[config.mk]
export PLATFORM = sky130hd
export DESIGN_NAME = uart_reg_select
export DESIGN_NICKNAME = d
export VERILOG_FILES = /design/src/rtl/uart_reg_select.sv
export SDC_FILE = /design/constraint.sdc
export NUM_CORES = 1
export LEC_CHECK = 0
export ABC_AREA = 1
export ABC_CLOCK_PERIOD_IN_PS = 2600
export BUFFER_PORTS_ARGS = -buffer_cell sky130_fd_sc_hd__buf_2
export CAP_MARGIN = 20
export CORE_AREA = 4 4 41 43
export DETAILED_ROUTE_END_ITERATION = 6
export DIE_AREA = 0 0 45 47
export PLACE_DENSITY = 0.62
export SETUP_SLACK_MARGIN = 0.4
export SLEW_MARGIN = 25
export SYNTH_ARGS = -nofsm -noshare
export SYNTH_HDL_FRONTEND = slang
export SYNTH_SLANG_ARGS = --single-unit
[constraint.sdc]
create_clock -name clk -period 2.6 [get_ports clk]
set_input_delay 0.52 -clock clk [delete_from_list [all_inputs] [get_ports clk]]
set_output_delay 0.52 -clock clk [all_outputs]
set_load 0.05 [all_outputs]
[src/rtl/uart_reg_select.sv]
// Purpose: validates a binary register index and drives a held one-hot select onto one UART register group.
// Latency: select/busy rise one cycle after an accepted req; done pulses HOLD_CYC+1 cycles after it.
// Backpressure: requests made while busy are dropped and flagged on ovr; ena=1 aborts an access.
module uart_reg_select #(
    parameter int SEL_W    = 2,
    parameter int NUM_SEL  = 4,
    parameter int HOLD_CYC = 1
) (
    input  logic               clk,
    input  logic               rst_n,
    input  logic               ena,
    input  logic               req,
    input  logic [SEL_W-1:0]   sel,
    output logic [NUM_SEL-1:0] sel_oh,
    output logic               busy,
    output logic               done,
    output logic               err,
    output logic               ovr
);

    localparam int CNT_W = $clog2(HOLD_CYC + 1);

    // One extra bit so the range compare stays meaningful when NUM_SEL == 2**SEL_W.
    localparam logic [SEL_W:0] NUM_SEL_V = (SEL_W + 1)'(NUM_SEL);
    localparam logic [CNT_W-1:0] HOLD_V  = CNT_W'(HOLD_CYC);
    localparam logic [CNT_W-1:0] CNT_ONE = CNT_W'(1);

    typedef enum logic {
        S_IDLE   = 1'b0,
        S_ACTIVE = 1'b1
    } state_t;

    state_t              state_q;
    logic [CNT_W-1:0]    cnt_q;
    logic [NUM_SEL-1:0]  sel_oh_q;
    logic                busy_q;
    logic                done_q;
    logic                err_q;
    logic                ovr_q;

    logic [NUM_SEL-1:0]  sel_oh_d;
    logic                sel_ok;

    // Decode the incoming index; only used when a request is accepted in IDLE.
    always_comb begin
        sel_oh_d = '0;
        for (int i = 0; i < NUM_SEL; i++) begin
            sel_oh_d[i] = (sel == SEL_W'(i));
        end
        sel_ok = ({1'b0, sel} < NUM_SEL_V);
    end

    // Access sequencer: every output is a register, reset and abort clear the access without done.
    always_ff @(posedge clk) begin
        if (!rst_n) begin
            state_q  <= S_IDLE;
            cnt_q    <= '0;
            sel_oh_q <= '0;
            busy_q   <= 1'b0;
            done_q   <= 1'b0;
            err_q    <= 1'b0;
            ovr_q    <= 1'b0;
        end else begin
            done_q <= 1'b0;
            err_q  <= 1'b0;
            ovr_q  <= 1'b0;
            case (state_q)
                S_IDLE: begin
                    if (!ena && req) begin
                        if (sel_ok) begin
                            state_q  <= S_ACTIVE;
                            cnt_q    <= HOLD_V;
                            sel_oh_q <= sel_oh_d;
                            busy_q   <= 1'b1;
                        end else begin
                            err_q <= 1'b1;
                        end
                    end
                end
                S_ACTIVE: begin
                    if (ena) begin
                        // Abort beats both completion and overrun reporting.
                        state_q  <= S_IDLE;
                        cnt_q    <= '0;
                        sel_oh_q <= '0;
                        busy_q   <= 1'b0;
                    end else begin
                        if (req) begin
                            ovr_q <= 1'b1;
                        end
                        if (cnt_q == CNT_ONE) begin
                            state_q  <= S_IDLE;
                            cnt_q    <= '0;
                            sel_oh_q <= '0;
                            busy_q   <= 1'b0;
                            done_q   <= 1'b1;
                        end else begin
                            cnt_q <= cnt_q - CNT_ONE;
                        end
                    end
                end
                default: begin
                    state_q  <= S_IDLE;
                    cnt_q    <= '0;
                    sel_oh_q <= '0;
                    busy_q   <= 1'b0;
                end
            endcase
        end
    end

    assign sel_oh = sel_oh_q;
    assign busy   = busy_q;
    assign done   = done_q;
    assign err    = err_q;
    assign ovr    = ovr_q;

endmodule

Word-level counts from Yosys, hierarchy flattened --
Index checks and enable logic that the tools add are counted.
Word-level totals: register bits 9, bits of input ports 6, word-level logic and storage cells 36, output and inout bits 8
Cells by class: bitwise gates (word level) 2, mux-type cells 17, add/sub/neg operators 1, equality and inequality tests 5, reduce and logical (&&, ||, !) cells 5
Operators by type and width (number):
- $mux W4 | 3
- $mux W1 | 10
- $pmux W4 S2 | 1
- $pmux W1 S2 | 3
- $eq A2 B2 Y1 const B | 2
- $ne A3 B2 Y1 const B | 1
- $reduce_or A3 Y1 | 1
- $eq A2 B1 Y1 const B | 1
- $logic_not A2 Y1 | 1
- $ne A2 B2 Y1 const B | 1
- $not A1 Y1 | 2
- $reduce_and A2 Y1 | 1
- $logic_and A1 B1 Y1 | 1
- $logic_not A1 Y1 | 1
- $sub A1 B1 Y1 const B | 1

Depth between registers and ports, before layout --
Gate-level depths: netlist of the first run.
depth in word-level cells 4, gate-level depth with buffers 7, mapped depth without buffers 7

Worst setup path before layout of the first run --
No wires, ideal clock.
path type flip-flop to output port, from register sel_oh_q[0] (netlist: sel_oh[0]), to output port sel_oh[0], buffers on the path 0, path slack 1.477 ns, data required time 2.080 ns, data arrival time 0.603 ns, stages on the path, launching flop included 1, path through dfxtp_1
RTL lines:
- from (decl) | RTL line 35 | logic [NUM_SEL-1:0] sel_oh_q;
- from (signal assigned) | RTL line 73 | sel_oh_q <= sel_oh_d;
- to (decl) | RTL line 14 | output logic [NUM_SEL-1:0] sel_oh,
No word-level cell between the ends.

Worst setup path after layout of the first run --
from register sel_oh_q[0] (netlist: sel_oh[0]), to output port sel_oh[0]
No word-level cell between the ends.

==> impl_metrics.json, run 1 <==
{
  "cts_root_buffer": "clkbuf_4",
  "clk_pin_slew_ps": 60,
  "clock-sinks": 9,
  "fp.dieW_um": 45,
  "ys_seq_area_frac": 0.480,
  "syn-num-nets": 58,
  "grt_max_degree": 9,
  "tns_ps": 0,
  "instances_no_fill": 82,
  "r2r_slack_ps": 1660,
  "grt.overflow.total": 0,
  "synth_top_area_cell": "dfxtp_1",
  "io_pins": 14,
  "routed-via-count": 345,
  "maxCapViolCount": 0,
  "worstSetupEndpointType": "primary output",
  "finClkSkew_ps": 0.302,
  "rows": 13,
  "finalHoldViolations": 0,
  "crit_path_start_kind": "flip-flop",
  "htreeDepth": 1,
  "worstSetupPathType": "reg2out",
  "first_global_vias": 291,
  "async_flop_share": 0,
  "synth-edff-count": 0,
  "dieArea_um2": 2120,
  "synth_top_area_share": 0.480,
  "crit_family": "flip-flops",
  "cts_buffer_depth": 2,
  "fin_ws_ps": 1230,
  "fin_crit_ps": 1370,
  "final_antenna_net_count": 0,
  "hold_class": "reg2reg",
  "critPathMaxStageDelay_ps": 330,
  "grt.total_usage": 0.0849,
  "final_layout_size_suffix_gt1_frac": 0.299,
  "fmaxAchievable_ghz": 0.728,
  "ys_seq_elements": 9,
  "io_buffers": 12,
  "dp_slack_ps": 1350,
  "place_area_um2": 447,
  "place.gp.congestion": 0.659,
  "holdBufCountCts": 0,
  "finalCritPeriodShare": 0.528,
  "synth_ff_type": "dfxtp_1",
  "antenna_found_initial": 0,
  "dpl.cell_count": 78,
  "hpwl_um": 590,
  "nets": 74,
  "synth_most_common_cell": "nor2_1",
  "netlist_area_um2": 375,
  "cp.buffers_inverters": 1,
  "die_h_um": 47,
  "p_total_mw": 0.344,
  "drt_first_pass_iters": 2,
  "critical_path_arrival_ps": 850,
  "post_cts_resized": 0,
  "drt_iter0_drc": 3,
  "synth_commonest_cells": "nor2_1, dfxtp_1, nand2_1",
  "yosysWarnings": 0,
  "core_um2": 1300,
  "areaGrowthSynthToFinish_pct": 26.0,
  "wl_um": 747,
  "finalSetupViolations": 0,
  "synth.avg_cell_area_um2": 7.22,
  "netlist_top_cells_area": "dfxtp_1, nand3_1, nor2_1, nand2_1, inv_1",
  "drt-vias-per-instance": 4.21,
  "yosysUniqueCellTypes": 14,
  "cp_data_required_time_ps": 2080,
  "antenna_cells": 0,
  "post_cts_buffers": 0,
  "cp_slowest_cell": "dfxtp_1",
  "drv_slew": 0,
  "start_util": 0.288,
  "clock_latency_ps": 260,
  "status": "finished clean",
  "cts_buffers": 3,
  "p_leak_nw": 0.248,
  "crit_fanout": 2,
  "cts_tree": "yes",
  "drc": 0,
  "grt_pass1_wl_mm": 1.21,
  "fillers": 151,
  "peakVddDrop_mv": 0.225,
  "wl_per_cell_um": 9.11,
  "stdcell_area_um2": 473,
  "path_cells": "buf_2",
  "netlist_instances": 52,
  "powerDensity_nw_per_um2": 728,
  "rsz0062_at_grt": "no"
}
[cells in the final DEF (no fill, tap or decap), drive strengths merged]
master	netlist	routed
conb	1	1
nand2	12	12
nor3	2	2
inv	6	6
nor2	10	10
buf	1	12
a21oi	1	1
dfxtp	9	9
o22ai	1	1
nand3	8	8
o21ai	1	1
clkbuf	0	4
[flip-flops by register name, summed over array words and instances (netlist names)]
signal	flops
ovr	1
done	1
cnt_q	1
sel_oh	4
busy	1
state_q	1
[final timing paths]
path	startpoint	end	cells after the start
worst max register to register	cnt_q	sel_oh[2]	6
worst max-delay path	sel_oh[0]	sel_oh[0]	1
worst min-delay path	busy	busy	2
worst min register to register	busy	busy	2
[tightest hold or removal path: stages (launching register included)]
cell	delay (ps)
dfxtp_1	300
nand2_1	60
a21oi_1	50
[cell type report]
cell class,instances,area (um^2),area share
clock buffers,4,26.3,0.0556
inverters,6,22.5,0.0476
multi-input cells,36,165,0.349
flip-flops and latches,9,180,0.381
well taps,15,18.8,0.0397
repair buffers,12,60.1,0.127
[layer usage]
layer | GRT usage | vias to the layer above | part of all wire
li1 | - | 192 | -
met1 | 0.0991 | 141 | 0.45
met2 | 0.107 | 8 | 0.44
met3 | 0.0766 | 4 | 0.092
met4 | 0.0351 | 0 | 0.020
met5 | 0 | - | 0
[logic make-up after synthesis]
family,after synthesis,share of synthesized area
other,1,0.00999
buffers and inverters,7,0.0800
AND/OR/NAND/NOR,32,0.387
AO/OA/AOI/OAI,3,0.0433
flip-flops,9,0.480
[report_power, final]
| group | total (mW) | switching (mW) | internal (mW) |
|---|---|---|---|
| registers | 0.155 | 0.00570 | 0.149 |
| clock network | 0.106 | 0.0474 | 0.0590 |
| logic | 0.0828 | 0.0611 | 0.0217 |
| total | 0.344 | 0.114 | 0.230 |
[per-stage QoR]
| stage | hold slack (ps) | util |
|---|---|---|
| global placement | 457 | 0.343 |
| finish | 455 | 0.363 |
| global route | 466 | 0.363 |
| detailed placement | 453 | 0.343 |
| CTS | 451 | 0.363 |
| floorplan | 448 | - |
Note: power is estimated with default switching activity, not from simulation.
==> inputs of run 2 (changes only) <==
- ABC_CLOCK_PERIOD_IN_PS: 2600 -> 1140
- PLACE_DENSITY: 0.62 -> 0.63
- clock period: 2.6 -> 1.14 ns (I/O delays scaled with it)
==> run 2 against run 1 <==
Net effect: design area grew 37%; setup slack got worse by 1100 ps; via count up 13%; die area is the same; register-to-register slack got worse by 1500 ps; utilization rose by 13 points; total power grew to 2.6 times the previous value; clock skew rose by 3.5 ps; sequential power rose by 140%; non-clock buffer count increased by 5; largest cell class is now multi-input combinational cells; first-iteration DRC count grew to 3.3 times the previous value; critical path depth unchanged; highest routed layer unchanged.
==> impl_metrics.json, run 2 (same netlist as run 1, synthesis figures left out) <==
{
  "antenna_cells": 0,
  "worstSetupPathType": "reg2out",
  "crit_fanout": 2,
  "nets": 79,
  "crit_path_start_kind": "flip-flop",
  "place_area_um2": 459,
  "switchingPower_mw": 0.292,
  "worstReg2RegStart": "cnt_q",
  "critical_path_arrival_ps": 750,
  "htreeDepth": 1,
  "hold_path_end": "done",
  "hold_slack_ps": 210,
  "clock_latency_ps": 260,
  "finalCritPeriodShare": 0.858,
  "holdBufCountCts": 0,
  "cts_tree": "yes",
  "wl_um": 911,
  "hold_class": "in2reg",
  "core_um2": 1300,
  "peakVddDrop_mv": 0.849,
  "grt_pass1_wl_mm": 1.29,
  "place.gp.congestion": 0.690,
  "crit_family": "flip-flops",
  "powerDensity_nw_per_um2": 1370,
  "min_from": "ena",
  "multi_input_area_um2": 210,
  "dpl.cell_count": 78,
  "rsz0062_at_grt": "yes",
  "swShare": 0.328,
  "drc": 0,
  "pwr-share-comb": 0.318,
  "fp.dieW_um": 45,
  "first_global_vias": 333,
  "cts_buffer_depth": 2,
  "dp_slack_ps": 163,
  "cp_num_cells": 1,
  "rows": 13,
  "clk_pin_slew_ps": 60,
  "p_total_mw": 0.890,
  "grt_max_degree": 8,
  "io_pins": 14,
  "final_antenna_net_count": 0,
  "status": "finished clean",
  "cell_internal_pwr_mw": 0.598,
  "finalHoldViolations": 0,
  "final_layout_size_suffix_gt1_frac": 0.611,
  "cp_data_required_time_ps": 910,
  "maxCapViolCount": 0,
  "io_buffers": 12,
  "clkPwrFrac": 0.266,
  "instances_no_fill": 87,
  "grt.total_usage": 0.0889,
  "cts_buffers": 3,
  "critPathMaxStageDelay_ps": 340,
  "path_cells": "buf_6",
  "cp_slowest_cell": "dfxtp_2",
  "drv_slew": 0,
  "finalSetupViolations": 0,
  "fillers": 141,
  "start_util": 0.288,
  "clock-sinks": 9,
  "antenna_found_initial": 0,
  "power_frac_seq": 0.416,
  "grt.overflow.total": 0,
  "cts_root_buffer": "clkbuf_4",
  "wl_per_cell_um": 10.5,
  "worstSetupEndpointType": "primary output",
  "p_leak_nw": 0.304,
  "stdcell_area_um2": 648,
  "drt_iter0_drc": 10,
  "routed-via-count": 389,
  "hpwl_um": 566,
  "startpoint": "sel_oh[0]",
  "fmaxAchievable_ghz": 1.02,
  "tns_ps": 0,
  "layout_common_cells": "nand3_1, dfxtp_2, nor2_1, buf_6, nand2_1",
  "r2r_end": "sel_oh[3]",
  "hold_path_depth": 2,
  "final_util": 0.498,
  "dieArea_um2": 2120,
  "drt_first_pass_iters": 4,
  "cp.buffers_inverters": 1,
  "fin_crit_ps": 979,
  "drt-vias-per-instance": 4.47,
  "die_h_um": 47,
  "finClkSkew_ps": 3.76,
  "areaGrowthSynthToFinish_pct": 72.7,
  "largest_register_ffs": 4,
  "seqCellArea_um2": 194,
  "reg2reg_depth": 6,
  "fin_ws_ps": 161,
  "r2r_slack_ps": 210
}
[run 2: area by class of cell]
type	instances	area share
clock buffer	4	0.0405
inverter	6	0.0425
multi-input combinational	36	0.324
sequential	9	0.299
tap	15	0.0290
timing repair buffer	17	0.264
[run 2: layer usage]
metal | vias up | routed length [um] | share of wire | GRT usage
li1 | 202 | - | - | -
met1 | 177 | 347 | 0.38 | 0.0829
met2 | 8 | 494 | 0.54 | 0.144
met3 | 2 | 63 | 0.069 | 0.0728
met4 | 0 | 6 | 0.0066 | 0.0351
met5 | - | 0 | 0 | 0
[run 2: worst max path at each step]
stage,end,slack [ps]
after floorplan,sel_oh[0],320
after global placement,sel_oh[3],180
after detailed placement,sel_oh[1],160
after CTS,sel_oh[2],160
after global routing,sel_oh[2],110
final,sel_oh[0],160
[run 2: power groups by stage]
stage / clock, mW / combinational [mW] / sequential (mW)
after global placement: 0 / 0.189 / 0.365
after detailed placement: 0 / 0.190 / 0.366
after global routing: 0.271 / 0.302 / 0.374
after CTS: 0.250 / 0.237 / 0.366
final: 0.237 / 0.283 / 0.370
after floorplan: 0 / 0.0834 / 0.431
[run 2: what timing repair did]
action | CTS | global route
setup buffers | 3 | 2
pin swaps | 4 | 3
gates resized for setup | 24 | 14
endpoints found under the setup margin | 14 | 16
==> inputs of run 3 (changes only) <==
- MAX_ROUTING_LAYER: unset -> met4
==> run 3 against run 2 <==
Net effect: utilization unchanged; critical path depth unchanged; routed wire length decreased by 0.99%; via count decreased by 0.77%; die area unchanged; sequential share of layout area unchanged; total power increased by 0.18%; global-route usage increased by 0.29 points; design area unchanged; clock-buffer cell count unchanged; sequential power about the same; critical endpoint unchanged; largest cell class unchanged; largest power group unchanged; highest routed layer unchanged.
==> impl_metrics.json, run 3 (same netlist as run 1, synthesis figures left out) <==
{
  "status": "finished clean",
  "drv_slew": 0,
  "fin_crit_ps": 981,
  "crit_end": "sel_oh[0]",
  "path_cells": "buf_6",
  "hold_class": "in2reg",
  "critPathMaxStageDelay_ps": 340,
  "critical_path_arrival_ps": 750,
  "cts_root_buffer": "clkbuf_4",
  "tns_ps": 0,
  "worstReg2RegStart": "cnt_q",
  "antenna_cells": 0,
  "crit_family": "flip-flops",
  "start_util": 0.288,
  "multi_input_area_um2": 210,
  "cp_slowest_cell": "dfxtp_2",
  "seqCellArea_um2": 194,
  "hpwl_um": 566,
  "finalSetupViolations": 0,
  "cts_buffer_depth": 2,
  "rows": 13,
  "finalHoldViolations": 0,
  "wl_um": 902,
  "powerDensity_nw_per_um2": 1380,
  "fp.dieW_um": 45,
  "core_um2": 1300,
  "crit_path_start_kind": "flip-flop",
  "worstSetupEndpointType": "primary output",
  "startpoint": "sel_oh[0]",
  "p_leak_nw": 0.304,
  "rsz0062_at_grt": "yes",
  "areaGrowthSynthToFinish_pct": 72.7,
  "worstSetupPathType": "reg2out",
  "final_util": 0.498,
  "final_layout_size_suffix_gt1_frac": 0.611,
  "nets": 79,
  "final_antenna_net_count": 0,
  "grt.overflow.total": 0,
  "clock_latency_ps": 260,
  "finalCritPeriodShare": 0.861,
  "cp.buffers_inverters": 1,
  "fmaxAchievable_ghz": 1.02,
  "io_buffers": 12,
  "r2r_end": "sel_oh[3]",
  "die_h_um": 47,
  "cp_num_cells": 1,
  "drc": 0,
  "io_pins": 14,
  "grt_max_degree": 8,
  "peakVddDrop_mv": 0.856,
  "finClkSkew_ps": 3.27,
  "grt.total_usage": 0.0918,
  "wl_per_cell_um": 10.4,
  "dieArea_um2": 2120,
  "crit_fanout": 2,
  "drt_first_pass_iters": 4,
  "first_global_vias": 333,
  "grt_pass1_wl_mm": 1.28,
  "antenna_found_initial": 0,
  "largest_register_ffs": 4,
  "drt-vias-per-instance": 4.44,
  "routed-via-count": 386,
  "layout_common_cells": "nand3_1, dfxtp_2, nor2_1, buf_6, nand2_1",
  "cts_tree": "yes",
  "place.gp.congestion": 0.697,
  "htreeDepth": 1,
  "cts_buffers": 3,
  "clk_pin_slew_ps": 60,
  "maxCapViolCount": 0,
  "fillers": 141,
  "clock-sinks": 9,
  "cp_data_required_time_ps": 910,
  "drt_iter0_drc": 1,
  "r2r_slack_ps": 210,
  "reg2reg_depth": 6
}
## run 3: cell counts in the layout (fill, tap and decap cells not counted)
No cell type changed its count.
## run 3: report_power, final
part           total, mW  internal, mW  switching, mW
Sequential         0.370         0.345         0.0250
Combinational      0.282         0.119          0.164
Clock              0.239         0.134          0.104
Total              0.891         0.598          0.293
## run 3: area by class of cell
cell class | count | area share
multi-input combinational | 36 | 0.324
sequential | 9 | 0.299
timing repair buffer | 17 | 0.264
inverter | 6 | 0.0425
clock buffer | 4 | 0.0405
tap | 15 | 0.0290
## run 3: repair_timing
item,4_1_cts,5_1_grt
setup endpoints to repair,14,16
hold buffers,0,0
gates resized for setup,24,14
gates cloned,0,0
setup buffers,3,2
pin swaps,4,3
## run 3: metrics by stage
| step | hold slack, ps | setup slack, ps | std cells | power, mW | cell area (um^2) |
|---|---|---|---|---|---|
| 3_5_place_dp | 436 | 163 | 78 | 0.556 | 459 |
| 3_3_place_gp | 437 | 180 | 78 | 0.554 | 459 |
| 5_1_grt | 210 | 114 | 87 | 0.947 | 648 |
| 4_1_cts | 184 | 157 | 85 | 0.853 | 577 |
| 6_report | 207 | 159 | 87 | 0.891 | 648 |
| 2_1_floorplan | 299 | 316 | 52 | 0.514 | 388 |
## run 3: worst min-delay path by stage
stage / startpoint / end / cells past startpoint
after floorplan: ena / done / 1
after global placement: ena / done / 2
after detailed placement: ena / done / 2
after CTS: ena / done / 2
after global routing: ena / done / 2
final: ena / done / 2
## run 3: metal layers
layer | up-vias | part of all wire | track usage
met1 | 174 | 0.40 | 0.0853
li1 | 203 | - | -
met5 | - | 0 | -
met3 | 2 | 0.051 | 0.0690
met4 | 0 | 0.0044 | 0.0351
met2 | 7 | 0.55 | 0.144
